===== config.mk =====
export PLATFORM = sky130hd
export DESIGN_NAME = sopc_mem_arbiter_flat
export DESIGN_NICKNAME = d
export VERILOG_FILES = /design/src/rtl/sopc_mem_arbiter_pkg.sv /design/src/rtl/sopc_mem_arbiter_if.sv /design/src/rtl/sopc_mem_arbiter_prio.sv /design/src/rtl/sopc_mem_arbiter.sv /design/src/flat_wrapper.sv
export SDC_FILE = /design/constraint.sdc
export NUM_CORES = 1
export LEC_CHECK = 0
export ABC_AREA = 1
export CORE_MARGIN = 10
export CORE_UTILIZATION = 35
export CTS_CLUSTER_DIAMETER = 80
export DETAILED_ROUTE_END_ITERATION = 6
export PLACE_DENSITY = 0.78
export REMOVE_ABC_BUFFERS = 1
export SYNTH_ARGS = -nofsm -noshare
export SYNTH_HDL_FRONTEND = slang
export SYNTH_SLANG_ARGS = --single-unit
export TNS_END_PERCENT = 30

===== constraint.sdc =====
create_clock -name clk -period 1.8 [get_ports clk]
set_clock_uncertainty 0.15 [all_clocks]
set_input_delay 0.27 -clock clk [delete_from_list [all_inputs] [get_ports clk]]
set_output_delay 0.27 -clock clk [all_outputs]
set_load 0.1 [all_outputs]

===== src/rtl/sopc_mem_arbiter_pkg.sv =====
// Shared types and constants for the SOPC instruction/data memory arbiter.
// Imported by the arbiter, its priority sub-block and the bus interface.
package sopc_mem_arbiter_pkg;

    localparam int unsigned ADDR_W       = 32;
    localparam int unsigned DATA_W       = 32;
    localparam int unsigned SEL_W        = 4;
    localparam int unsigned WAIT_CNT_W   = 3;
    localparam int unsigned STARVE_CNT_W = 4;

    localparam int unsigned WAIT_CYCLES_DEF  = 1;
    localparam int unsigned STARVE_LIMIT_DEF = 3;

    localparam logic RST_ENABLE    = 1'b0;
    localparam logic CHIP_ENABLE   = 1'b1;
    localparam logic CHIP_DISABLE  = 1'b0;
    localparam logic WRITE_ENABLE  = 1'b1;
    localparam logic WRITE_DISABLE = 1'b0;

    localparam logic [SEL_W-1:0] SEL_ALL = SEL_W'(4'hF);

    typedef enum logic [1:0] {
        IDLE,
        ACCESS,
        RESP
    } arb_state_t;

    typedef enum logic {
        GNT_INST,
        GNT_DATA
    } grant_t;

    // One memory command as presented on the shared memory port.
    typedef struct packed {
        logic              we;
        logic [SEL_W-1:0]  sel;
        logic [ADDR_W-1:0] addr;
        logic [DATA_W-1:0] wdata;
    } mem_cmd_t;

endpackage


===== src/rtl/sopc_mem_arbiter_if.sv =====
// CPU fetch port, CPU load/store port and shared memory port of the arbiter.
// slave = arbiter view, master = CPU + memory view.
interface sopc_mem_arbiter_if;
    import sopc_mem_arbiter_pkg::*;

    logic              inst_req;
    logic [ADDR_W-1:0] inst_addr;
    logic [DATA_W-1:0] inst_rdata;
    logic              inst_ack;

    logic              data_req;
    logic              data_we;
    logic [SEL_W-1:0]  data_sel;
    logic [ADDR_W-1:0] data_addr;
    logic [DATA_W-1:0] data_wdata;
    logic [DATA_W-1:0] data_rdata;
    logic              data_ack;

    logic              mem_ce;
    logic              mem_we;
    logic [SEL_W-1:0]  mem_sel;
    logic [ADDR_W-1:0] mem_addr;
    logic [DATA_W-1:0] mem_wdata;
    logic [DATA_W-1:0] mem_rdata;

    logic              stall_req;

    modport slave (
        input  inst_req, inst_addr,
        input  data_req, data_we, data_sel, data_addr, data_wdata,
        input  mem_rdata,
        output inst_rdata, inst_ack,
        output data_rdata, data_ack,
        output mem_ce, mem_we, mem_sel, mem_addr, mem_wdata,
        output stall_req
    );

    modport master (
        output inst_req, inst_addr,
        output data_req, data_we, data_sel, data_addr, data_wdata,
        output mem_rdata,
        input  inst_rdata, inst_ack,
        input  data_rdata, data_ack,
        input  mem_ce, mem_we, mem_sel, mem_addr, mem_wdata,
        input  stall_req
    );

endinterface


===== src/rtl/sopc_mem_arbiter_prio.sv =====
// Grant decision: data port wins unless fetch has been passed over
// STARVE_LIMIT times in a row while it was waiting.
module sopc_arb_prio
    import sopc_mem_arbiter_pkg::*;
#(
    parameter int unsigned STARVE_LIMIT = STARVE_LIMIT_DEF
) (
    input  logic                    inst_req,
    input  logic                    data_req,
    input  logic [STARVE_CNT_W-1:0] starve_cnt,
    output logic                    gnt_valid_c,
    output grant_t                  gnt_c
);

    logic starved_c;

    assign starved_c = (starve_cnt == STARVE_CNT_W'(STARVE_LIMIT));

    always_comb begin
        gnt_valid_c = inst_req | data_req;
        gnt_c       = GNT_DATA;
        if (inst_req && (!data_req || starved_c)) begin
            gnt_c = GNT_INST;
        end
    end

endmodule


===== src/rtl/sopc_mem_arbiter.sv =====
// Shares one single-port synchronous RAM between CPU fetch and load/store,
// with wait-state insertion and a combinational stall request to the pipeline.
module sopc_mem_arbiter
    import sopc_mem_arbiter_pkg::*;
#(
    parameter int unsigned WAIT_CYCLES  = WAIT_CYCLES_DEF,
    parameter int unsigned STARVE_LIMIT = STARVE_LIMIT_DEF
) (
    input  logic              clk,
    input  logic              rst,
    sopc_mem_arbiter_if.slave bus
);

    arb_state_t              state_q, state_d;
    grant_t                  grant_q, grant_d;
    logic [WAIT_CNT_W-1:0]   wait_cnt_q, wait_cnt_d;
    logic [STARVE_CNT_W-1:0] starve_cnt_q, starve_cnt_d;
    logic                    mem_ce_q, mem_ce_d;
    logic                    inst_ack_q, inst_ack_d;
    logic                    data_ack_q, data_ack_d;
    logic [DATA_W-1:0]       inst_rdata_q, inst_rdata_d;
    logic [DATA_W-1:0]       data_rdata_q, data_rdata_d;

    logic     gnt_valid_c;
    grant_t   gnt_c;
    mem_cmd_t inst_cmd_c;
    mem_cmd_t data_cmd_c;
    mem_cmd_t mem_cmd_c;

    sopc_arb_prio #(
        .STARVE_LIMIT (STARVE_LIMIT)
    ) u_prio (
        .inst_req    (bus.inst_req),
        .data_req    (bus.data_req),
        .starve_cnt  (starve_cnt_q),
        .gnt_valid_c (gnt_valid_c),
        .gnt_c       (gnt_c)
    );

    // Arbitration, wait-state counting and response capture.
    always_comb begin
        state_d      = state_q;
        grant_d      = grant_q;
        wait_cnt_d   = wait_cnt_q;
        starve_cnt_d = starve_cnt_q;
        mem_ce_d     = CHIP_DISABLE;
        inst_ack_d   = 1'b0;
        data_ack_d   = 1'b0;
        inst_rdata_d = inst_rdata_q;
        data_rdata_d = data_rdata_q;

        unique case (state_q)
            IDLE: begin
                if (gnt_valid_c) begin
                    state_d    = ACCESS;
                    grant_d    = gnt_c;
                    wait_cnt_d = '0;
                    mem_ce_d   = CHIP_ENABLE;
                    if (gnt_c == GNT_INST) begin
                        starve_cnt_d = '0;
                    end else if (bus.inst_req &&
                                 (starve_cnt_q != STARVE_CNT_W'(STARVE_LIMIT))) begin
                        starve_cnt_d = starve_cnt_q + STARVE_CNT_W'(1);
                    end
                end
            end
            ACCESS: begin
                if (wait_cnt_q == WAIT_CNT_W'(WAIT_CYCLES)) begin
                    state_d = RESP;
                    if (grant_q == GNT_INST) begin
                        inst_ack_d   = 1'b1;
                        inst_rdata_d = bus.mem_rdata;
                    end else begin
                        data_ack_d   = 1'b1;
                        data_rdata_d = bus.mem_rdata;
                    end
                end else begin
                    wait_cnt_d = wait_cnt_q + WAIT_CNT_W'(1);
                    mem_ce_d   = CHIP_ENABLE;
                end
            end
            RESP: begin
                state_d = IDLE;
            end
            default: begin
                state_d = IDLE;
            end
        endcase
    end

    always_ff @(posedge clk or negedge rst) begin
        if (!rst) begin
            state_q      <= IDLE;
            grant_q      <= GNT_INST;
            wait_cnt_q   <= '0;
            starve_cnt_q <= '0;
            mem_ce_q     <= CHIP_DISABLE;
            inst_ack_q   <= 1'b0;
            data_ack_q   <= 1'b0;
            inst_rdata_q <= '0;
            data_rdata_q <= '0;
        end else begin
            state_q      <= state_d;
            grant_q      <= grant_d;
            wait_cnt_q   <= wait_cnt_d;
            starve_cnt_q <= starve_cnt_d;
            mem_ce_q     <= mem_ce_d;
            inst_ack_q   <= inst_ack_d;
            data_ack_q   <= data_ack_d;
            inst_rdata_q <= inst_rdata_d;
            data_rdata_q <= data_rdata_d;
        end
    end

    // Request fields are not latched: the granted port muxes straight through.
    always_comb begin
        inst_cmd_c      = '0;
        inst_cmd_c.we   = WRITE_DISABLE;
        inst_cmd_c.sel  = SEL_ALL;
        inst_cmd_c.addr = bus.inst_addr;

        data_cmd_c       = '0;
        data_cmd_c.we    = bus.data_we ? WRITE_ENABLE : WRITE_DISABLE;
        data_cmd_c.sel   = bus.data_sel;
        data_cmd_c.addr  = bus.data_addr;
        data_cmd_c.wdata = bus.data_wdata;

        mem_cmd_c = '0;
        if (mem_ce_q == CHIP_ENABLE) begin
            mem_cmd_c = (grant_q == GNT_INST) ? inst_cmd_c : data_cmd_c;
        end
    end

    assign bus.mem_ce     = mem_ce_q;
    assign bus.mem_we     = mem_cmd_c.we;
    assign bus.mem_sel    = mem_cmd_c.sel;
    assign bus.mem_addr   = mem_cmd_c.addr;
    assign bus.mem_wdata  = mem_cmd_c.wdata;

    assign bus.inst_ack   = inst_ack_q;
    assign bus.inst_rdata = inst_rdata_q;
    assign bus.data_ack   = data_ack_q;
    assign bus.data_rdata = data_rdata_q;

    // Held low during reset so every output reads zero while rst is asserted.
    assign bus.stall_req = (rst != RST_ENABLE) &
                           ((bus.inst_req & ~inst_ack_q) | (bus.data_req & ~data_ack_q));

endmodule


===== src/flat_wrapper.sv =====
// flat-port wrapper written by rule: the top's interface ports become plain ports
module sopc_mem_arbiter_flat import sopc_mem_arbiter_pkg::*;
#(
    parameter int unsigned WAIT_CYCLES  = WAIT_CYCLES_DEF,
    parameter int unsigned STARVE_LIMIT = STARVE_LIMIT_DEF
)
  (clk, rst, bus_inst_req, bus_inst_addr, bus_data_req, bus_data_we, bus_data_sel, bus_data_addr, bus_data_wdata, bus_mem_rdata, bus_inst_rdata, bus_inst_ack, bus_data_rdata, bus_data_ack, bus_mem_ce, bus_mem_we, bus_mem_sel, bus_mem_addr, bus_mem_wdata, bus_stall_req);
  sopc_mem_arbiter_if bus_i ();
  input  logic clk;
  input  logic rst;
  input wire logic [$bits(bus_i.inst_req)-1:0] bus_inst_req;
  input wire logic [$bits(bus_i.inst_addr)-1:0] bus_inst_addr;
  input wire logic [$bits(bus_i.data_req)-1:0] bus_data_req;
  input wire logic [$bits(bus_i.data_we)-1:0] bus_data_we;
  input wire logic [$bits(bus_i.data_sel)-1:0] bus_data_sel;
  input wire logic [$bits(bus_i.data_addr)-1:0] bus_data_addr;
  input wire logic [$bits(bus_i.data_wdata)-1:0] bus_data_wdata;
  input wire logic [$bits(bus_i.mem_rdata)-1:0] bus_mem_rdata;
  output wire logic [$bits(bus_i.inst_rdata)-1:0] bus_inst_rdata;
  output wire logic [$bits(bus_i.inst_ack)-1:0] bus_inst_ack;
  output wire logic [$bits(bus_i.data_rdata)-1:0] bus_data_rdata;
  output wire logic [$bits(bus_i.data_ack)-1:0] bus_data_ack;
  output wire logic [$bits(bus_i.mem_ce)-1:0] bus_mem_ce;
  output wire logic [$bits(bus_i.mem_we)-1:0] bus_mem_we;
  output wire logic [$bits(bus_i.mem_sel)-1:0] bus_mem_sel;
  output wire logic [$bits(bus_i.mem_addr)-1:0] bus_mem_addr;
  output wire logic [$bits(bus_i.mem_wdata)-1:0] bus_mem_wdata;
  output wire logic [$bits(bus_i.stall_req)-1:0] bus_stall_req;
  assign bus_i.inst_req = bus_inst_req;
  assign bus_i.inst_addr = bus_inst_addr;
  assign bus_i.data_req = bus_data_req;
  assign bus_i.data_we = bus_data_we;
  assign bus_i.data_sel = bus_data_sel;
  assign bus_i.data_addr = bus_data_addr;
  assign bus_i.data_wdata = bus_data_wdata;
  assign bus_i.mem_rdata = bus_mem_rdata;
  assign bus_inst_rdata = bus_i.inst_rdata;
  assign bus_inst_ack = bus_i.inst_ack;
  assign bus_data_rdata = bus_i.data_rdata;
  assign bus_data_ack = bus_i.data_ack;
  assign bus_mem_ce = bus_i.mem_ce;
  assign bus_mem_we = bus_i.mem_we;
  assign bus_mem_sel = bus_i.mem_sel;
  assign bus_mem_addr = bus_i.mem_addr;
  assign bus_mem_wdata = bus_i.mem_wdata;
  assign bus_stall_req = bus_i.stall_req;
  sopc_mem_arbiter #(.WAIT_CYCLES(WAIT_CYCLES), .STARVE_LIMIT(STARVE_LIMIT)) u_core (.clk(clk), .rst(rst), .bus(bus_i));
endmodule

==> key figures <==
Logic synthesis
  • Mapped cell area: 3820 um2
  • Top cells by area, synth: dfrtp_1 (50%), nand2_1 (15%), nor2_1 (11%)
  • Mux cell area share after synthesis: 0.262%
  • Flops & latches, synth: 77
  • Post-synth top cells: nand2_1 (149), nor2_1 (110), dfrtp_1 (77), inv_1 (76), o21ai_0 (38)
  • Register area share after synthesis: 50.5%
  • Simple-gate share of the synthesized area: ~27%
  • Gate Count Post-Synth: 526
  • Post-Synth XOR/XNOR Area: 0.459%
  • Syn avg cell area: around 7.3 um2
  • Adder-cell share of the synthesized area: 0.983%
  • Yosys warns: 0
  • Largest family of logic cells by synthesized area: simple AND/OR/NAND/NOR gates
  • FFs w/ async S/R, synth: 100%
  • EDFF count, synth: 0
  • Post-synthesis compound-gate area fraction: 9.24%
  • Count leader, synth: nand2_1
  • Post-synth top flop: dfrtp_1
  • Top cell type by total area after synthesis: dfrtp_1
  • Yosys top cell area share: 50.5%
  • Post-synth cell types: 19

Floorplan
  • Total core area: between 10000 and 15000 um2
  • Die Wd: 124 um
  • Die height: 124 um
  • Die Area: about 15000 um2
  • Initial core utilization: a little over a third
  • Row count: 38
  • I/O pin total: 274

Worst setup path
  • Max stage delay cell, worst path: dfrtp_2
  • Worst-path cell chain: buf_6 > o21ai_0 > nor2_1 > buf_12
  • CP startpoint kind: flop
  • Top delay family on crit path: buffers and inverters
  • Setup crit end kind: primary output
  • Slowest cell delay on critical path: 0.43 ns
  • CP Data Required Time: 1.38 ns
  • Crit Path Class: reg2out
  • CP Buf/Inv Count: 2
  • Maximum fanout along the worst path: 16
  • Critical Path AT: 1.63 ns

Routing
  • Post-route DRC: 0
  • Detailed-router iteration count before antenna repair: 5
  • Vias post-DR: 4854
  • Routed WL: 23.0 mm
  • Antenna-violating nets left: 0
  • Via density: 5.02
  • DR iter-0 viols: 414
  • Post-DR wirelength/cell: 23.8 um

Clocking
  • CTS Buf Count: 9
  • CTS Sinks: 77
  • Post-CTS Hold Buffers: 0
  • CTS tree: built
  • H-tree Lvls: 3
  • Clk Latency, worst-skew pair: 0.35 ns
  • Clk slew on worst S/H paths: approximately 0.08 ns
  • Max Root-Sink Buffers: 2
  • Root Buffer: clkbuf_8

Outcome
  • Failing checks: setup timing
  • Status: finished, violations left

STA
  • Setup ws final: -0.251 ns
  • RSZ-0062 raised after global routing: yes
  • Post-layout min period: 2.05 ns
  • Worst slew margin: a little over a third
  • Slew Limit Fails: 0
  • Fmax: 0.488 GHz
  • Worst Tran Pin Value: roughly 0.95 ns
  • Final Hold Fails: 0
  • Fin crit share: 114%
  • # setup viols final: 71

Final layout
  • Post-route cell area: 9110 um2
  • Register Area: 1930 um2
  • Nets: 959
  • Footprint of the multi-input gates: 1920 um2
  • Share of layout cells above drive strength 1: 34.7%
  • Fill cells: 496
  • P&R area growth vs syn: 139%

Global routing
  • Largest net degree at the start of global routing: just under 80
  • Gr ovfl total: 0
  • GRT Overall Usage: 25.5%
  • Met3 Track Usage GR: 10.8%
  • Met1 usage: 26.9%
  • Met2 global-route usage: 44.5%
  • Vias in the first global route: 4872
  • Initial antenna violation count: 2
  • Gr busiest metal: met2
  • First-pass GRT wire length: 30.9 mm

Placed design
  • Hpwl dp: 15.7 mm
  • Dpl cell area: 8170 um2
  • GPL Wtd Cong: 0.957
  • Port Buffers: ~270

Worst hold path
  • HP Class: in2async

Flow run
  • Max Cap Viol: 0
-- final cells by class --
type | instances | area share (%)
inverters | 79 | 3.28
diodes | 2 | 0.0549
clock inverters | 6 | 0.686
repair buffers | 308 | 50.3
clock buffers | 10 | 1.51
flip-flops and latches | 77 | 21.2
well taps | 140 | 1.92
multi-input cells | 344 | 21.1
-- cell usage in the layout (no fill, tap or decap), types with 2 or more instances in the layout --
cell and count:
buf_12 145, buf_16 3, buf_4 15, buf_6 7
buf_8 2, clkbuf_8 10, clkdlybuf4s50_1 134, clkinv_2 3
clkinv_4 2, dfrtp_1 75, dfrtp_2 2, diode_2 2
ha_1 3, inv_1 76, inv_2 2, nand2_1 146
nand2_2 2, nand3_1 6, nor2_1 36, nor2_2 35
nor2_4 39, o21ai_0 15, o21ai_1 41, o21ai_2 10
o21ai_4 2, xor2_1 2
-- path summary, 6_finish.rpt --
kind                                                       from                               endpoint  slack (ns)  depth (start not counted)
max                                  u_core.grant_q$_DFFE_PN0P_                       bus_mem_addr[11]       -0.25                          4
min                                                         rst  u_core.bus.inst_rdata[16]$_DFFE_PN0P_        0.03                          2
max reg2reg                    u_core.wait_cnt_q[1]$_DFFE_PN0P_  u_core.bus.data_rdata[13]$_DFFE_PN0P_       -0.03                          8
min reg2reg                u_core.bus.inst_rdata[1]$_DFFE_PN0P_   u_core.bus.inst_rdata[1]$_DFFE_PN0P_        0.40                          2
max in group asynchronous                                   rst             u_core.grant_q$_DFFE_PN0P_        0.82                          2
min in group clk                                   bus_inst_req            u_core.bus.mem_ce$_DFF_PN0_        0.20                          3
-- layer usage --
layer / routed length [um] / up-vias / part of all wire (%)
met5: 0 / - / 0
met2: 11700 / 293 / 51
met3: 2320 / 61 / 10
met1: 7740 / 2330 / 34
met4: 1170 / 0 / 5.1
li1: - / 2170 / -
-- cell families after synthesis --
family	count (synthesis)
AO/OA/AOI/OAI	70
XOR/XNOR	2
multiplexers	1
buffers and inverters	105
AND/OR/NAND/NOR	268
flip-flops	77
adder cells (fa/ha/maj)	3
-- state kept, by name, summed over array words and instances, names as in the netlist --
name                   count
u_core.bus.data_ack        1
u_core.bus.data_rdata     32
u_core.bus.inst_ack        1
u_core.bus.inst_rdata     32
u_core.bus.mem_ce          1
u_core.grant_q             1
u_core.starve_cnt_q        4
u_core.state_q             2
u_core.wait_cnt_q          3
-- through the flow --
stage / util (%) / setup WS (ns) / hold WS, ns / setup TNS (ns) / std cells
after floorplan: - / -2.19 / -0.176 / -198.09 / 500
after global placement: 76.0 / -0.0850 / 0.360 / -0.110 / 931
after detailed placement: 76.0 / -0.0891 / 0.377 / -0.100 / 931
after CTS: 81.9 / -0.227 / 0.0532 / -11.05 / 958
after global routing: 84.8 / -0.287 / 0.0993 / -17.99 / 964
final: 84.8 / -0.251 / 0.0276 / -11.05 / 966
-- what timing repair did --
| item | 4_1_cts | 5_1_grt |
|---|---|---|
| endpoints found under the setup margin | 70 | 119 |
| buffers inserted | 7 | 7 |
| pin swaps | 15 | 20 |
| resized for setup | 107 | 71 |
| gates cloned | 4 | 2 |
Power is not shown: default switching activity piles up to over one toggle a cycle in this logic, so the estimate is an artifact.
